File: src/rtl/uart_tx.sv
// uart_tx: 8N1 serial transmitter that drains a show-ahead byte FIFO.
// Each byte is popped with a single-cycle read strobe, then framed as a
// start bit, pDataWidth data bits (LSB first) and one stop bit, each held
// for pClksPerBit iClk cycles. When another byte is waiting at the end of
// the stop bit, the next frame starts immediately with no idle gap.
//
// Optional feature macro: UART_TX_PARITY_EN
//   defined   -> an even-parity bit goes between the last data bit and the
//                stop bit (8E1, 11 bit periods per frame)
//   undefined -> no parity state or parity logic (8N1, 10 bit periods)
//
// Reset is synchronous and active-high (iRst). All outputs come straight
// from flops.

module uart_tx #(
    parameter int pClksPerBit = 104,
    parameter int pDataWidth  = 8
) (
    input  logic                  iClk,
    input  logic                  iRst,
    input  logic                  iFifoEmpty,
    input  logic [pDataWidth-1:0] iFifoData,
    output logic                  oFifoReadEn,
    output logic                  oTx,
    output logic                  oBusy
);

    // Bit timer counts 0..pClksPerBit-1; bit index counts data bits sent.
    localparam int CNT_W = $clog2(pClksPerBit);
    localparam int IDX_W = $clog2(pDataWidth + 1);

    localparam logic [CNT_W-1:0] BIT_LAST  = CNT_W'(pClksPerBit - 1);
    localparam logic [CNT_W-1:0] CNT_ONE   = CNT_W'(1);
    localparam logic [IDX_W-1:0] IDX_LAST  = IDX_W'(pDataWidth - 1);
    localparam logic [IDX_W-1:0] IDX_ONE   = IDX_W'(1);

    typedef enum logic [2:0] {
        S_IDLE   = 3'd0,
        S_START  = 3'd1,
        S_DATA   = 3'd2,
`ifdef UART_TX_PARITY_EN
        S_PARITY = 3'd3,
`endif
        S_STOP   = 3'd4
    } state_t;

`ifdef UART_TX_PARITY_EN
    // Even parity: the parity bit makes the total count of ones even.
    function automatic logic even_parity(input logic [pDataWidth-1:0] data);
        even_parity = ^data;
    endfunction
`endif

    // ------------------------------------------------------------------
    // State and datapath registers
    // ------------------------------------------------------------------
    state_t                  state_q,  state_d;
    logic [CNT_W-1:0]        cnt_q,    cnt_d;
    logic [IDX_W-1:0]        idx_q,    idx_d;
    logic [pDataWidth-1:0]   shift_q,  shift_d;
    logic                    tx_q,     tx_d;
    logic                    busy_q,   busy_d;
    logic                    rd_en_q,  rd_en_d;
`ifdef UART_TX_PARITY_EN
    logic                    par_q,    par_d;
`endif

    // End of the current bit period.
    logic bit_end_s;
    assign bit_end_s = (cnt_q == BIT_LAST);

    // Next-state, datapath and output logic for the framing FSM.
    always_comb begin
        state_d = state_q;
        cnt_d   = cnt_q;
        idx_d   = idx_q;
        shift_d = shift_q;
        tx_d    = tx_q;
        busy_d  = busy_q;
        rd_en_d = 1'b0;
`ifdef UART_TX_PARITY_EN
        par_d   = par_q;
`endif

        case (state_q)
            S_IDLE: begin
                cnt_d  = '0;
                idx_d  = '0;
                tx_d   = 1'b1;
                busy_d = 1'b0;
                if (!iFifoEmpty) begin
                    // Capture the head word now; the pop strobe follows
                    // on the next cycle from the registered output.
                    shift_d = iFifoData;
`ifdef UART_TX_PARITY_EN
                    par_d   = even_parity(iFifoData);
`endif
                    rd_en_d = 1'b1;
                    tx_d    = 1'b0;
                    busy_d  = 1'b1;
                    state_d = S_START;
                end else begin
                    state_d = S_IDLE;
                end
            end

            S_START: begin
                if (bit_end_s) begin
                    cnt_d   = '0;
                    idx_d   = '0;
                    tx_d    = shift_q[0];
                    state_d = S_DATA;
                end else begin
                    cnt_d   = cnt_q + CNT_ONE;
                end
            end

            S_DATA: begin
                if (bit_end_s) begin
                    cnt_d = '0;
                    if (idx_q == IDX_LAST) begin
`ifdef UART_TX_PARITY_EN
                        tx_d    = par_q;
                        state_d = S_PARITY;
`else
                        tx_d    = 1'b1;
                        state_d = S_STOP;
`endif
                    end else begin
                        // Shift right so the next bit sits in position 0.
                        shift_d = shift_q >> 1;
                        tx_d    = shift_d[0];
                        idx_d   = idx_q + IDX_ONE;
                    end
                end else begin
                    cnt_d = cnt_q + CNT_ONE;
                end
            end

`ifdef UART_TX_PARITY_EN
            S_PARITY: begin
                if (bit_end_s) begin
                    cnt_d   = '0;
                    tx_d    = 1'b1;
                    state_d = S_STOP;
                end else begin
                    cnt_d   = cnt_q + CNT_ONE;
                end
            end
`endif

            S_STOP: begin
                if (bit_end_s) begin
                    cnt_d = '0;
                    idx_d = '0;
                    if (!iFifoEmpty) begin
                        // Back-to-back: start the next frame with no gap.
                        shift_d = iFifoData;
`ifdef UART_TX_PARITY_EN
                        par_d   = even_parity(iFifoData);
`endif
                        rd_en_d = 1'b1;
                        tx_d    = 1'b0;
                        busy_d  = 1'b1;
                        state_d = S_START;
                    end else begin
                        tx_d    = 1'b1;
                        busy_d  = 1'b0;
                        state_d = S_IDLE;
                    end
                end else begin
                    cnt_d = cnt_q + CNT_ONE;
                end
            end

            default: begin
                cnt_d   = '0;
                idx_d   = '0;
                tx_d    = 1'b1;
                busy_d  = 1'b0;
                state_d = S_IDLE;
            end
        endcase
    end

    // State, datapath and output registers; reset wins over any pop.
    always_ff @(posedge iClk) begin
        if (iRst) begin
            state_q <= S_IDLE;
            cnt_q   <= '0;
            idx_q   <= '0;
            shift_q <= '0;
            tx_q    <= 1'b1;
            busy_q  <= 1'b0;
            rd_en_q <= 1'b0;
`ifdef UART_TX_PARITY_EN
            par_q   <= 1'b0;
`endif
        end else begin
            state_q <= state_d;
            cnt_q   <= cnt_d;
            idx_q   <= idx_d;
            shift_q <= shift_d;
            tx_q    <= tx_d;
            busy_q  <= busy_d;
            rd_en_q <= rd_en_d;
`ifdef UART_TX_PARITY_EN
            par_q   <= par_d;
`endif
        end
    end

    assign oTx         = tx_q;
    assign oBusy       = busy_q;
    assign oFifoReadEn = rd_en_q;

endmodule

File: config.mk
export PLATFORM = sky130hd
export DESIGN_NAME = uart_tx
export DESIGN_NICKNAME = d
export VERILOG_FILES = /design/src/rtl/uart_tx.sv
export SDC_FILE = /design/constraint.sdc
export NUM_CORES = 1
export LEC_CHECK = 0
export ABC_AREA = 1
export BUFFER_PORTS_ARGS = -buffer_cell sky130_fd_sc_hd__buf_4
export CAP_MARGIN = 10
export CORE_MARGIN = 10
export CORE_UTILIZATION = 45
export CTS_BUF_LIST = sky130_fd_sc_hd__clkbuf_4 sky130_fd_sc_hd__clkbuf_8
export CTS_CLUSTER_DIAMETER = 200
export DETAILED_ROUTE_END_ITERATION = 10
export SLEW_MARGIN = 20
export SYNTH_ARGS = -nofsm -noshare
export SYNTH_HDL_FRONTEND = slang
export SYNTH_SLANG_ARGS = --single-unit
File: constraint.sdc
create_clock -name iClk -period 1.9 [get_ports iClk]
set_clock_uncertainty 0.15 [all_clocks]
set_input_delay 0.38 -clock iClk [delete_from_list [all_inputs] [get_ports iClk]]
set_output_delay 0.38 -clock iClk [all_outputs]
set_load 0.01 [all_outputs]
==> impl_metrics.yaml <==
outcome:
  status: "finished, final reports clean"
power_and_ir_drop:
  peakVddDrop_v: 0.0006322
  power_mw: 2.274
  power_density_mw_per_mm2: 1431
  p_leak_nw: 0.8003
sta:
  tightest_slew_ns: 0.4793
  slew_viol_final: 0
  relSlewSlack: 0.6801
  setup-tns-final_ns: 0
  rsz0062_at_grt: "no"
  fin_crit_sh: 0.8846
  min_period_ns: 1.681
  clock.fmax_ghz: 0.5950
  setup_violations: 0
  final-hold-violation-count: 0
cts:
  cts_hold_buf: 0
  cts_tree: "built"
  cts.sinks: 25
  cts_buffer_depth: 2
  clk_pin_slew_worst_paths_ns: 0.14
  h-tree-depth: 1
  post_cts_resized: 0
  numCtsBuffers: 3
  cts_setup_buffers: 0
  worstSkewPairLatency_ns: 0.32
  cts_root_buffer: "clkbuf_4"
setup_path:
  path_buf_inv: 1
  arrival_ns: 1.76
  startpoint_type: "flip-flop"
  worstPathRequired_ns: 1.98
  worstSetupPathType: "reg -> reg"
  critPathTopFamily: "simple AND/OR/NAND/NOR gates"
  crit_slowest_cell: "dfxtp_1"
  critPathMaxStageDelay_ns: 0.42
  path_cells: "ha_1, nand3_1, nor2_2, nor2_8, nand3_4, nand2_1, inv_1, nor2_1"
  worst-path-max-fanout: 9
  rrSetupSlack_ns: 0.22
  endpoint_kind: "flip-flop"
global_route:
  met2_usage: 0.1837
  use_met1: 0.1089
  grt_max_degree: 16
  grt_use_met3: 0.02358
  overflow: 0
  grt_usage: 0.1007
  antenna_found_initial: 0
  grt.busiest_layer: "met2"
  grt_pass1_vias: 1197
  grt_pass1_wl_mm: 5.037
die:
  dieHeight_um: 76.15
  initial_utilization: 0.4686
  row_count: 20
  die_w_um: 76.15
  io_pins: 14
  dieArea_mm2: 0.005799
  core_mm2: 0.003028
finish:
  final_layout_size_suffix_gt1_frac: 0.1794
  design_area_mm2: 0.001589
  fill_cells: 312
  nets: 237
  finalCoreUtilization: 0.5248
  area_growth_pct: 11.99
  finalNonFillerCells: 267
  diodes: 0
placement:
  port_buffers: 13
  placed_area_mm2: 0.001559
  place.gp.congestion: 0.7970
  dp_cells: 263
  hpwlAfterDp_mm: 2.194
route:
  wl_per_cell_um: 10.58
  wirelength_mm: 2.825
  vias: 1238
  drt_drc_violations_left: 0
  via_per_inst: 4.637
  postRouteAntennaNets: 0
  drtPass1Iterations: 4
  drt-initial-drc-count: 43
synthesis:
  postSynthNetCount: 221
  syn_area_mm2: 0.001419
  ys_seq_area_frac: 0.3527
  yosysWarnings: 0
  yosys_register_bits: 25
  ys_async_sr_fraction: 0
  synthDistinctLibCells: 26
  postSynthCellCount: 208
  avgSynthCellArea_um2: 6.821
  synthFlopType: "dfxtp_1"
  synth_edf_count: 0
job:
  maxCapViolCount: 0
hold_path:
  hp-class: "in -> reg"
## per-stage QoR
stage	setup slack, ns	hold slack [ns]
after global placement	0.2718	0.2818
after global routing	0.05839	0.08596
after floorplan	0.4209	0.2675
final	0.2193	0.08894
after detailed placement	0.2245	0.2927
after CTS	0.2143	0.08897
## flip-flops by register name (all words and copies together), names as in the netlist
register	flops
shift_q	8
cnt_q	7
idx_q	4
state_q	3
oBusy	1
oFifoReadEn	1
oTx	1
## path summary, 6_finish.rpt
path / endpoint / from / depth (start not counted)
max: shift_q[1]$_SDFFE_PP0P_ / idx_q[0]$_SDFFE_PP0P_ / 8
min: oBusy$_SDFFE_PP0P_ / iRst / 2
max reg2reg: shift_q[1]$_SDFFE_PP0P_ / idx_q[0]$_SDFFE_PP0P_ / 8
min reg2reg: cnt_q[0]$_SDFF_PP0_ / cnt_q[0]$_SDFF_PP0_ / 1
## area by class of cell
cell class	instances	area (µm²)	area share
Multi-Input combinational cell	141	748.2	0.4709
Clock buffer	4	30.03	0.01890
Tap cell	44	55.05	0.03465
Timing Repair Buffer	15	112.6	0.07087
Inverter	38	142.6	0.08976
Sequential cell	25	500.5	0.3150
## cell usage in the layout (no fill, tap or decap), types with 2 or more instances in the layout
cell	synthesis	routed
nand2_1	58	58
xor2_1	2	2
inv_1	34	34
nor2_2	3	3
nand2_4	4	4
nand3_4	2	2
nand3_1	17	17
inv_2	3	3
ha_1	2	2
nand4_1	11	11
a21oi_1	8	8
nor2_1	23	23
nor3b_2	2	2
nand2_2	3	3
clkbuf_4	0	4
dfxtp_1	25	25
buf_4	1	15
## cells by family (layout without fill, tap and decap cells)
| kind of cell | after synthesis | in the layout | synth area share |
|---|---|---|---|
| flip-flops | 25 | 25 | 0.3527 |
| AO/OA/AOI/OAI | 9 | 9 | 0.03439 |
| AND/OR/NAND/NOR | 127 | 127 | 0.4568 |
| adder cells (fa/ha/maj) | 2 | 2 | 0.01763 |
| XOR/XNOR | 3 | 3 | 0.01852 |
| buffers and inverters | 42 | 57 | 0.1199 |
## routing by layer
layer / vias to the layer above / part of all wire
met5: - / 0
met4: 0 / 0.015
met3: 5 / 0.025
met2: 10 / 0.50
met1: 550 / 0.46
li1: 673 / -
## Yosys cell counts, types with 2 or more instances
cell / count / area share
dfxtp_1: 25 / 0.35
nand4_1: 11 / 0.049
nor2_1: 23 / 0.061
nand2_1: 58 / 0.15
ha_1: 2 / 0.018
nand3_4: 2 / 0.025
xor2_1: 2 / 0.012
nor3b_2: 2 / 0.018
nand3_1: 17 / 0.060
a21oi_1: 8 / 0.028
inv_1: 34 / 0.090
nand2_4: 4 / 0.032
inv_2: 3 / 0.0079
nor2_2: 3 / 0.013
nand2_2: 3 / 0.013
## power by group
group | switching, mW | internal [mW]
sequential | 0.116 | 0.691
combinational | 0.771 | 0.439
clock | 0.160 | 0.0965
total | 1.05 | 1.23
No activity file was read; power rests on OpenSTA's default activity.
